===== config.mk =====
export PLATFORM = sky130hd
export DESIGN_NAME = hazard_unit
export DESIGN_NICKNAME = d
export VERILOG_FILES = /design/src/rtl/hazard_pkg.sv /design/src/rtl/hazard_tracker.sv /design/src/rtl/hazard_unit.sv
export SDC_FILE = /design/constraint.sdc
export NUM_CORES = 1
export LEC_CHECK = 0
export CELL_PAD_IN_SITES_DETAIL_PLACEMENT = 1
export CELL_PAD_IN_SITES_GLOBAL_PLACEMENT = 1
export CORE_MARGIN = 2
export CORE_UTILIZATION = 33
export DETAILED_ROUTE_END_ITERATION = 10
export PLACE_DENSITY = 0.89
export SKIP_LAST_GASP = 1
export SYNTH_ARGS = -nofsm -noshare
export SYNTH_HDL_FRONTEND = slang
export SYNTH_SLANG_ARGS = --single-unit

===== constraint.sdc =====
create_clock -name clk -period 3 [get_ports clk]
set_clock_uncertainty 0.05 [all_clocks]
set_input_delay 0.6 -clock clk [delete_from_list [all_inputs] [get_ports clk]]
set_output_delay 0.6 -clock clk [all_outputs]
set_load 0.02 [all_outputs]

===== src/rtl/hazard_pkg.sv =====
// Shared definitions for the hazard unit: optype and forward-select codes,
// the tracker-entry layout and the source-match helpers.
package hazard_pkg;

    localparam int TRK_RD_W = 5;

    localparam logic [1:0] OP_NONE  = 2'b00;
    localparam logic [1:0] OP_ALU   = 2'b01;
    localparam logic [1:0] OP_LOAD  = 2'b10;
    localparam logic [1:0] OP_STORE = 2'b11;

    localparam logic [1:0] FWD_REGF    = 2'b00;
    localparam logic [1:0] FWD_EX_ALU  = 2'b01;
    localparam logic [1:0] FWD_MEM_ALU = 2'b10;
    localparam logic [1:0] FWD_MEM_LD  = 2'b11;

    typedef struct packed {
        logic [1:0]          optype;
        logic [TRK_RD_W-1:0] rd;
        logic                ls_fwd;
    } trk_entry_t;

    localparam trk_entry_t TRK_BUBBLE = '{optype: OP_NONE, rd: '0, ls_fwd: 1'b0};

    // Only ALU and LOAD entries produce a register value; x0 never matches.
    function automatic logic src_hit(input logic used,
                                     input logic [TRK_RD_W-1:0] rs,
                                     input trk_entry_t e);
        return used && (rs != '0) && (rs == e.rd) &&
               ((e.optype == OP_ALU) || (e.optype == OP_LOAD));
    endfunction

    function automatic logic [1:0] fwd_sel(input logic hit_ex, input logic hit_mem,
                                           input logic [1:0] ex_op,
                                           input logic [1:0] mem_op);
        if (hit_ex && ex_op == OP_ALU)         return FWD_EX_ALU;
        else if (hit_mem && mem_op == OP_ALU)  return FWD_MEM_ALU;
        else if (hit_mem && mem_op == OP_LOAD) return FWD_MEM_LD;
        else                                   return FWD_REGF;
    endfunction

endpackage


===== src/rtl/hazard_tracker.sv =====
// Three-entry EX/MEM/WB record of in-flight instructions; advances every
// clock and inserts a bubble into EX when the ID instruction is stalled.
module hazard_tracker
    import hazard_pkg::*;
(
    input  logic       clk,
    input  logic       rst_n,
    input  logic       bubble_i,
    input  trk_entry_t entry_i,
    output trk_entry_t ex_o,
    output trk_entry_t mem_o,
    output trk_entry_t wb_o
);

    trk_entry_t ex_q, mem_q, wb_q;
    trk_entry_t ex_d;

    // NOTE: every always_comb output gets a value on every path (here via the
    // ternary) so no latch can be inferred.
    always_comb begin
        ex_d = bubble_i ? TRK_BUBBLE : entry_i;
    end

    // NOTE: state uses non-blocking assignments so all three stages shift on
    // the same edge from their pre-edge values.
    always_ff @(posedge clk or negedge rst_n) begin
        if (!rst_n) begin
            ex_q  <= TRK_BUBBLE;
            mem_q <= TRK_BUBBLE;
            wb_q  <= TRK_BUBBLE;
        end else begin
            ex_q  <= ex_d;
            mem_q <= ex_q;
            wb_q  <= mem_q;
        end
    end

    assign ex_o  = ex_q;
    assign mem_o = mem_q;
    assign wb_o  = wb_q;

endmodule


===== src/rtl/hazard_unit.sv =====
// ID-stage hazard detection and forwarding control for the 5-stage RV32I core.
// Full forwarding is built when HAZARD_FWD_EN is defined; otherwise it interlocks only.
module hazard_unit
    import hazard_pkg::*;
#(
    parameter int REG_AW = 5
) (
    input  logic              clk,
    input  logic              rst_n,
    input  logic [1:0]        hazard_optype_ID,
    input  logic [REG_AW-1:0] rd_ID,
    input  logic [REG_AW-1:0] rs1_ID,
    input  logic [REG_AW-1:0] rs2_ID,
    input  logic              rs1use_ID,
    input  logic              rs2use_ID,
    input  logic              Branch_ID,
    output logic              PC_EN_IF,
    output logic              reg_FD_EN,
    output logic              reg_FD_flush,
    output logic              reg_DE_flush,
    output logic [1:0]        forward_ctrl_A,
    output logic [1:0]        forward_ctrl_B,
    output logic              forward_ctrl_ls
);

    trk_entry_t ex_e, mem_e, wb_e, id_entry;
    logic hit1_ex, hit2_ex, hit1_mem, hit2_mem;
    logic stall, st_data;

    assign hit1_ex  = src_hit(rs1use_ID, rs1_ID, ex_e);
    assign hit2_ex  = src_hit(rs2use_ID, rs2_ID, ex_e);
    assign hit1_mem = src_hit(rs1use_ID, rs1_ID, mem_e);
    assign hit2_mem = src_hit(rs2use_ID, rs2_ID, mem_e);

`ifdef HAZARD_FWD_EN
    // A store whose data comes from the load in EX can proceed: the data is
    // forwarded from MEM one cycle later, in EX.
    assign st_data = (hazard_optype_ID == OP_STORE) && hit2_ex && !hit1_ex &&
                     (ex_e.optype == OP_LOAD);
    assign stall   = (hit1_ex || hit2_ex) && (ex_e.optype == OP_LOAD) && !st_data;

    assign forward_ctrl_A  = fwd_sel(hit1_ex, hit1_mem, ex_e.optype, mem_e.optype);
    assign forward_ctrl_B  = st_data ? FWD_REGF
                                     : fwd_sel(hit2_ex, hit2_mem, ex_e.optype, mem_e.optype);
    assign forward_ctrl_ls = ex_e.ls_fwd;

    logic unused_trk;
    assign unused_trk = ^{wb_e, mem_e.ls_fwd};
`else
    assign st_data = 1'b0;
    assign stall   = hit1_ex || hit2_ex || hit1_mem || hit2_mem;

    assign forward_ctrl_A  = FWD_REGF;
    assign forward_ctrl_B  = FWD_REGF;
    assign forward_ctrl_ls = 1'b0;

    logic unused_trk;
    assign unused_trk = ^{wb_e, mem_e.ls_fwd, ex_e.ls_fwd};
`endif

    assign PC_EN_IF     = !stall;
    assign reg_FD_EN    = !stall;
    assign reg_DE_flush = stall;
    // A branch resolved on a stale operand must not redirect.
    assign reg_FD_flush = Branch_ID && !stall;

    assign id_entry = '{optype: hazard_optype_ID, rd: rd_ID, ls_fwd: st_data};

    hazard_tracker u_tracker (
        .clk      (clk),
        .rst_n    (rst_n),
        .bubble_i (stall),
        .entry_i  (id_entry),
        .ex_o     (ex_e),
        .mem_o    (mem_e),
        .wb_o     (wb_e)
    );

endmodule


; ---- After elaboration in Yosys (flattened, before gate mapping)
; Cells that the tools add are included.
; W data, S select, Z words.
[totals]
output_inout_bits = 9
latchBits = 0
mem_bits_ro = 0
input_bits = 22
mem_count = 0
register_bits = 14
ram_bits = 0
[op_classes]
eq_ne = 8
mux = 1
n_addsub = 0
n_mul = 0
shift = 0
n_div = 0
n_bitwise = 0
reduce_logical = 19
order_cmp = 0
[op_table]
columns = op, n
row1 = $eq A5 B5 Y1, 4
row2 = $logic_and A1 B1 Y1, 11
row3 = $reduce_bool A5 Y1, 2
row4 = $mux W8, 1
row5 = $logic_or A1 B1 Y1, 5
row6 = $eq A2 B1 Y1 const B, 2
row7 = $eq A2 B2 Y1 const B, 2
row8 = $logic_not A1 Y1, 1

; ---- Depth between registers and ports, before layout
; Gate-level depths: netlist (run 1).
[logic_depth]
ltp_word = 9
depth_mapped = 6
ltp_nobuf = 5

; ---- Cells and area by module
; From an unflattened synthesis (run 1), not the netlist that was laid out.
[unflattened]
hier_cells = 79
hier_area_um2 = 1021.0
[by_module_without_submodules]
columns = mod, area_per_inst_um2, seq_area_each_um2, n_inst, cells_each
row1 = hazard_tracker, 650.6, 600.6, 1, 32
row2 = hazard_unit, 370.4, 0.0, 1, 47

; ---- Worst setup path before layout (run 1)
; No wires, ideal clock.
[synth_timing]
path_kind = in2out
startpoint = input rs2_ID[1]
endpoint = output reg_FD_EN
cell_stages = 5
t_arrival_ps = 1915
path_buffers = 1
path_slack_ps = 435
cell_sequence = or4_1 > o21ai_1 > a21oi_2 > nor2_1 > buf_4
[synth_via]
elab_chain_len = 8
[synth_lines]
columns = item, line_no
row1 = "start, declared", hazard_unit.sv:13  ; input logic [REG_AW-1:0] rs2_ID,
row2 = $reduce_bool A5 Y1, hazard_pkg.sv:29  ; return used && (rs != '0) && (rs == e.rd) &&
row3 = $logic_and A1 B1 Y1 (3 in a row), hazard_pkg.sv:29
row4 = $logic_or A1 B1 Y1 (2 in a row), hazard_unit.sv:51  ; assign stall = hit1_ex || hit2_ex || hit1_mem || hit2_mem;
row5 = $logic_or A1 B1 Y1 *, hazard_unit.sv:51
row6 = $logic_not A1 Y1 *, --
row7 = "end, declared", hazard_unit.sv:18  ; output logic reg_FD_EN,
; Mark *: on every way between the ends. The rest lies on a longest branch, timed or not.

; ---- Worst setup path after layout (run 1)
[layout_timing]
startpoint = input rs2_ID[1]
endpoint = output reg_DE_flush
[layout_via]
elab_chain_len = 7
[layout_lines]
columns = item, line_no
row1 = $reduce_bool A5 Y1, hazard_pkg.sv:29
row2 = $logic_and A1 B1 Y1 (3 in a row), hazard_pkg.sv:29
row3 = $logic_or A1 B1 Y1 (2 in a row), hazard_unit.sv:51
row4 = $logic_or A1 B1 Y1 *, hazard_unit.sv:51
row5 = "end, declared", hazard_unit.sv:20  ; output logic reg_DE_flush,
; Marked as above.

==> results of run 1 <==
-- state kept, by name (all words and copies together), names as in the netlist --
signal,cells
u_tracker.mem_o,7
u_tracker.ex_o,7
-- cell usage in the layout, fill, tap and decap left out, drive strengths merged --
| cell type | synthesis | layout |
|---|---|---|
| clkdlybuf4s50 | 0 | 19 |
| dfrtp | 14 | 14 |
| xor2 | 12 | 12 |
| buf | 6 | 12 |
| xnor2 | 10 | 10 |
| nor3b | 8 | 8 |
| clkbuf | 0 | 6 |
| conb | 1 | 5 |
| nand3 | 4 | 4 |
| nor4 | 4 | 4 |
| a21oi | 2 | 2 |
| dlymetal6s2s | 0 | 2 |
| or4 | 2 | 2 |
| o21ai | 2 | 2 |
| or2 | 1 | 1 |
| nor2 | 1 | 1 |
-- cell type report --
class | instances | area (sq um) | share of cell area
clock buffer | 4 | 36.3 | 0.0315
multi-input combinational | 51 | 420 | 0.365
sequential | 14 | 350 | 0.304
tap | 28 | 35.0 | 0.0304
timing repair buffer | 35 | 310 | 0.269
-- path summary, 6_finish.rpt --
check / startpoint / end / slack (ns) / cells past startpoint
max: rs2_ID[1] / reg_DE_flush / 0.10 / 6
min: u_tracker.ex_o[6] / u_tracker.mem_o[6] / 0.36 / 0
max reg2reg: u_tracker.ex_o[7] / u_tracker.ex_o[4] / 1.26 / 7
min reg2reg: u_tracker.ex_o[6] / u_tracker.mem_o[6] / 0.36 / 0
max in group asynchronous: rst_n / u_tracker.mem_o[7] / 1.86 / 1
min in group asynchronous: rst_n / u_tracker.ex_o[4] / 0.64 / 1
-- power by group through the flow --
stage               logic [mW]  registers [mW]  clock network, mW
detailed placement       0.106           0.220                  0
global route             0.121           0.218              0.150
global placement         0.103           0.218                  0
floorplan               0.0548           0.216                  0
finish                   0.111           0.216              0.137
CTS                      0.111           0.216              0.143
-- cells by family (layout without fill, tap and decap cells) --
logic type,after synthesis,after routing,synth area share
AOI/OAI and AO/OA,4,4,0.0367
xor gates and xnor gates,22,22,0.257
buffers and inverters,6,39,0.0601
DFF,14,14,0.467
other,1,5,0.00500
and+or+nand+nor,20,20,0.174
-- timing repair --
item                                   4_1_cts  5_1_grt
setup endpoints to repair                    4        4
endpoints found under the hold margin        0        0
resized for setup                           16       10
pin swaps                                    2        1
setup buffers                                1        0
-- worst max-delay path: cells and delay by family --
family                 cells  cell delay (ns)
AND/OR/NAND/NOR            2             0.79
AO/OA/AOI/OAI              2             0.26
buffers and inverters      2             0.60
-- routing by layer --
| layer | routed length (microns) | track usage | up-vias | part of all wire |
|---|---|---|---|---|
| met5 | 0 | 0 | - | 0 |
| li1 | - | - | 293 | - |
| met3 | 110 | 0.0230 | 2 | 0.058 |
| met4 | 16 | 0.0658 | 0 | 0.0084 |
| met1 | 697 | 0.164 | 290 | 0.37 |
| met2 | 1080 | 0.331 | 29 | 0.57 |
-- per-stage QoR --
| stage | instance area (sq um) | power, mW | hold WS, ns | utilization | setup TNS (ns) |
|---|---|---|---|---|---|
| detailed placement | 1070 | 0.327 | 0.341 | 0.494 | -1.46 |
| global route | 1150 | 0.489 | 0.389 | 0.531 | 0 |
| finish | 1150 | 0.464 | 0.358 | 0.531 | 0 |
| floorplan | 764 | 0.271 | 0.254 | - | 0 |
| global placement | 1070 | 0.321 | 0.329 | 0.494 | -1.21 |
| CTS | 1140 | 0.470 | 0.361 | 0.528 | -0.0161 |
==> metrics.yaml, run 1 <==
status:
  status: "complete, no violations"
synthesis:
  ys_top_cells_by_area: "dfrtp_1 (47%), xor2_1 (14%), xnor2_1 (12%), nor3b_1 (8.0%), buf_4 (6.0%)"
  yosysSeqAreaShare: 0.467
  async_flop_share: 1.00
  yosys.area.top_type: "dfrtp_1"
  synth_most_common_cell: "dfrtp_1"
  ys_seq_elements: 14
  avgSynthCellArea_sq_um: 11.2
  ys_types: 13
  syn-cell-area_sq_um: 749
  yosys_warnings: 0
  yosys.area.top_type_share: 0.467
  synth_edf_count: 0
  synthFlopType: "dfrtp_1"
  ys_top_cells_by_count: "dfrtp_1 (14), xor2_1 (12), xnor2_1 (10)"
  syn_inst: 67
clock_network:
  path_clk_slew_ns: 0.08
  clock_sinks: 14
  cts_inserted_buffers: 3
  cts_max_level: 1
  cts_root_buffer: "clkbuf_4"
  cts_tree: "done"
  clk_latency_ns: 0.28
  holdBufCountCts: 0
  clockBufferDepth: 2
cells_and_area:
  final_nets: 127
  area_growth_pct: 53.8
  diodes: 0
  fin_cells: 132
  nFillCells: 253
  final_layout_size_suffix_gt1_frac: 0.250
min_path:
  hold_class: "reg2reg"
worst_setup_path:
  crit_chain: "clkdlybuf4s50_1 -> or4_4 -> o21ai_4 -> a21oi_4 -> or2_1 -> buf_2"
  slowest_delay_ns: 0.56
  arrival_ns: 2.25
  crit_slowest_cell: "or4_4"
  cp.required_ns: 2.35
  path_max_fanout: 5
  crit_path_start_kind: "primary input"
  cp-end-kind: "output port"
  crit_type: "in2out"
floorplan:
  start_util: 0.345
  rows: 17
  dieArea_sq_mm: 0.00267
  dieHeight_microns: 51.7
  core_sq_mm: 0.00217
  dieWidth_microns: 51.7
  io_pins: 31
sta:
  finalWorstSetupSlack_ns: 0.101
  period_minus_slack_ns: 2.90
  finalSetupViolCount: 0
  slew_violations: 0
  period_share: 0.966
  tightest_slew_ns: 0.619
  hold_violations: 0
  relSlewSlack: 0.586
  rsz0062_at_grt: "no"
  max_freq_mhz: 345
placement:
  place_ws_ns: -0.422
  gp_congestion: 0.735
  io_buffers: 25
  hpwl_microns: 1580
  placed_cells: 127
grt:
  grt_max_degree: 15
  grt_antenna_before_repair: 0
  gr-total-overflow: 0
  grtUsageTotal: 0.164
  grt_pass1_vias: 690
  grt_pass1_wl_microns: 3100
pwr:
  p_sw_frac: 0.274
  p_clk_frac: 0.296
  pwr-share-seq: 0.465
  vdd_drop_max_v: 0.000237
  power_density_mw_per_mm2: 402
  p_int_mw: 0.337
  cellLeakagePower_nw: 0.485
  netSwitchingPower_mw: 0.127
  power_frac_comb: 0.239
drt:
  wl_per_cell_microns: 14.4
  route.detailed.drc: 0
  vias: 614
  ant_nets: 0
  detail_route.vias_per_cell: 4.65
  drt-initial-drc-count: 1
  dr.pass1.iters: 2
  routed_wl_microns: 1910
run:
  max_cap_viol_count: 0
Power figures use the tool's default switching activity.
==> run 2, diff against run 1 <==
--- a/config.mk
+++ b/config.mk
@@ -5,6 +5,7 @@
 export SDC_FILE = /design/constraint.sdc
 export NUM_CORES = 1
 export LEC_CHECK = 0
+export CAP_MARGIN = 20
 export CELL_PAD_IN_SITES_DETAIL_PLACEMENT = 1
 export CELL_PAD_IN_SITES_GLOBAL_PLACEMENT = 1
 export CORE_MARGIN = 2
==> results of run 2 <==
No change in the layout: final DEF, timing and power equal those of run 1.
==> run 3, diff against run 2 <==
--- a/config.mk
+++ b/config.mk
@@ -9,9 +9,9 @@
 export CELL_PAD_IN_SITES_DETAIL_PLACEMENT = 1
 export CELL_PAD_IN_SITES_GLOBAL_PLACEMENT = 1
 export CORE_MARGIN = 2
-export CORE_UTILIZATION = 33
+export CORE_UTILIZATION = 31
 export DETAILED_ROUTE_END_ITERATION = 10
-export PLACE_DENSITY = 0.89
+export PLACE_DENSITY = 0.84
 export SKIP_LAST_GASP = 1
 export SYNTH_ARGS = -nofsm -noshare
 export SYNTH_HDL_FRONTEND = slang
==> run 3 against run 2 <==
Die area up 6.0%. Sequential power barely moved. Utilization shrank 2.3 points. Critical path depth stayed put. Sequential cell count unchanged. Count of clock-buffer cells in the layout stayed put. Hold slack worse by 0.0046 ns. Via count fell by 4.1%. First-iteration DRC count is 100% lower. Fmax fell by 1.6%.
==> metrics.yaml, run 3 (synthesized netlist as in run 1, its figures left out) <==
worst_setup_path:
  cp-end-kind: "output port"
  r2r_cells: 6  # -1
  arrival_ns: 2.30  # +0.05 ns
  crit_path_start_kind: "primary input"
  crit_chain: "clkdlybuf4s50_1 -> or4_4 -> o21ai_4 -> a21oi_4 -> or2_1 -> clkdlybuf4s15_2"
  path_max_fanout: 4  # -1
  cp.required_ns: 2.35  # about the same
  slowest_delay_ns: 0.56  # about the same
  crit_type: "in2out"
  crit_slowest_cell: "or4_4"
placement:
  hpwl_microns: 1560  # -1.0%
  placed_cells: 126  # -0.79%
  place_ws_ns: -0.420  # +0.00216 ns
  gp_congestion: 0.826  # +12%
  io_buffers: 25  # unchanged
sta:
  rsz0062_at_grt: "no"
  period_share: 0.982  # +0.0158
  finalSetupViolCount: 0  # unchanged
  slew_violations: 0  # unchanged
  relSlewSlack: 0.588  # +0.00211
  max_freq_mhz: 339  # -1.6%
  period_minus_slack_ns: 2.95  # +0.0474 ns
  hold_violations: 0  # unchanged
  timing.hold.ws_ns: 0.353  # -0.00462 ns
  tightest_slew_ns: 0.616  # -0.00316 ns
  finalWorstSetupSlack_ns: 0.0532  # -0.0474 ns
pwr:
  cellLeakagePower_nw: 0.483  # -0.41%
  vdd_drop_max_v: 0.000240  # +1.2%
  power_density_mw_per_mm2: 401  # -0.47%
min_path:
  hold_class: "reg2reg"
  hold_depth: 0  # unchanged
clock_network:
  path_clk_slew_ns: 0.08  # about the same
  cts_max_level: 1  # unchanged
  cts_tree: "done"
  holdBufCountCts: 0  # unchanged
  clock_sinks: 14  # unchanged
  cts_root_buffer: "clkbuf_4"
  clockBufferDepth: 2  # unchanged
  cts_inserted_buffers: 3  # unchanged
  clk_latency_ns: 0.28  # about the same
cells_and_area:
  fin_cells: 130  # -1.5%
  fin_util: 0.508  # -0.0234
  diodes: 0  # unchanged
  final_nets: 125  # -1.6%
  layout.cells.most_common_list: "clkdlybuf4s50_1 (17), dfrtp_1 (14), xor2_1 (12), xnor2_1 (10)"
  final_layout_size_suffix_gt1_frac: 0.225  # -0.0245
  area_growth_pct: 52.8
  final_common_cell: "clkdlybuf4s50_1"
drt:
  detail_route.vias_per_cell: 4.53  # -2.6%
  ant_nets: 0  # unchanged
  routed_wl_microns: 1810  # -5.1%
  drt-initial-drc-count: 0  # -1
  route.detailed.drc: 0  # unchanged
  wl_per_cell_microns: 13.9  # -3.6%
  vias: 589  # -4.1%
  dr.pass1.iters: 1  # -1
grt:
  grt_antenna_before_repair: 0  # unchanged
  gr-total-overflow: 0  # unchanged
  grt_pass1_vias: 656  # -4.9%
  grt_max_degree: 15  # unchanged
  grtUsageTotal: 0.143  # -0.0212
  grt_pass1_wl_microns: 2770  # -11%
floorplan:
  core_sq_mm: 0.00225  # +3.9%
  dieArea_sq_mm: 0.00283  # +6.0%
  dieHeight_microns: 53.2  # +2.9%
  rows: 17  # unchanged
  dieWidth_microns: 53.2  # +2.9%
  io_pins: 31  # unchanged
  start_util: 0.332  # -0.0130
run:
  max_cap_viol_count: 0  # unchanged
status:
  status: "complete, no violations"
-- run 3: cell types whose count changed in the layout (fill, tap and decap cells not counted), sizes merged --
cell / before / now
clkbuf: 6 / 4
buf: 12 / 9
clkdlybuf4s50: 19 / 17
dlymetal6s2s: 2 / 3
clkdlybuf4s15: 0 / 3
dlygate4sd2: 0 / 1
-- run 3: layout make-up --
cell class	count	area, sq um
clock buffer	4	36.3
fill	257	1110
multi-input combinational	51	408
sequential	14	350
tap	28	35.0
timing repair buffer	33	315
-- run 3: power breakdown --
group	internal (mW)	total [mW]	switching, mW
Combinational	0.0598	0.109	0.0488
Sequential	0.202	0.216	0.0133
Clock	0.0738	0.134	0.0604
-- run 3: routing by layer --
metal / global-route usage / part of all wire / up-vias
met5: 0 / 0 / -
met1: 0.149 / 0.42 / 273
met2: 0.285 / 0.52 / 25
met4: 0.0513 / 0.0083 / 0
li1: - / - / 289
met3: 0.0169 / 0.045 / 2
-- run 3: stage by stage --
| stage | area (sq um) | setup TNS (ns) | power, mW |
|---|---|---|---|
| 2_1_floorplan | 764 | 0 | 0.271 |
| 3_3_place_gp | 1060 | -1.09 | 0.320 |
| 3_5_place_dp | 1060 | -1.39 | 0.326 |
| 4_1_cts | 1100 | 0 | 0.461 |
| 5_1_grt | 1140 | 0 | 0.486 |
| 6_report | 1140 | 0 | 0.459 |
-- run 3: path summary, 6_finish.rpt --
kind | endpoint | slack (ns) | from
worst max-delay path | reg_DE_flush | 0.05 | rs2_ID[1]
worst min-delay path | u_tracker.mem_o[6] | 0.35 | u_tracker.ex_o[6]
worst max register to register | u_tracker.ex_o[4] | 1.34 | u_tracker.ex_o[3]
worst min register to register | u_tracker.mem_o[6] | 0.35 | u_tracker.ex_o[6]
max in group asynchronous | u_tracker.mem_o[2] | 1.85 | rst_n
min in group asynchronous | u_tracker.ex_o[1] | 0.65 | rst_n
-- run 3: critical path, delay by kind of cell --
kind / cells / cell delay [ns]
AO/OA/AOI/OAI: 2 / 0.24
buffers and inverters: 2 / 0.67
AND/OR/NAND/NOR: 2 / 0.79
-- run 3: repair_timing --
action	CTS	global route
pin swaps	1	4
setup buffers	0	0
resized for setup	16	9
endpoints found under the setup margin	4	3
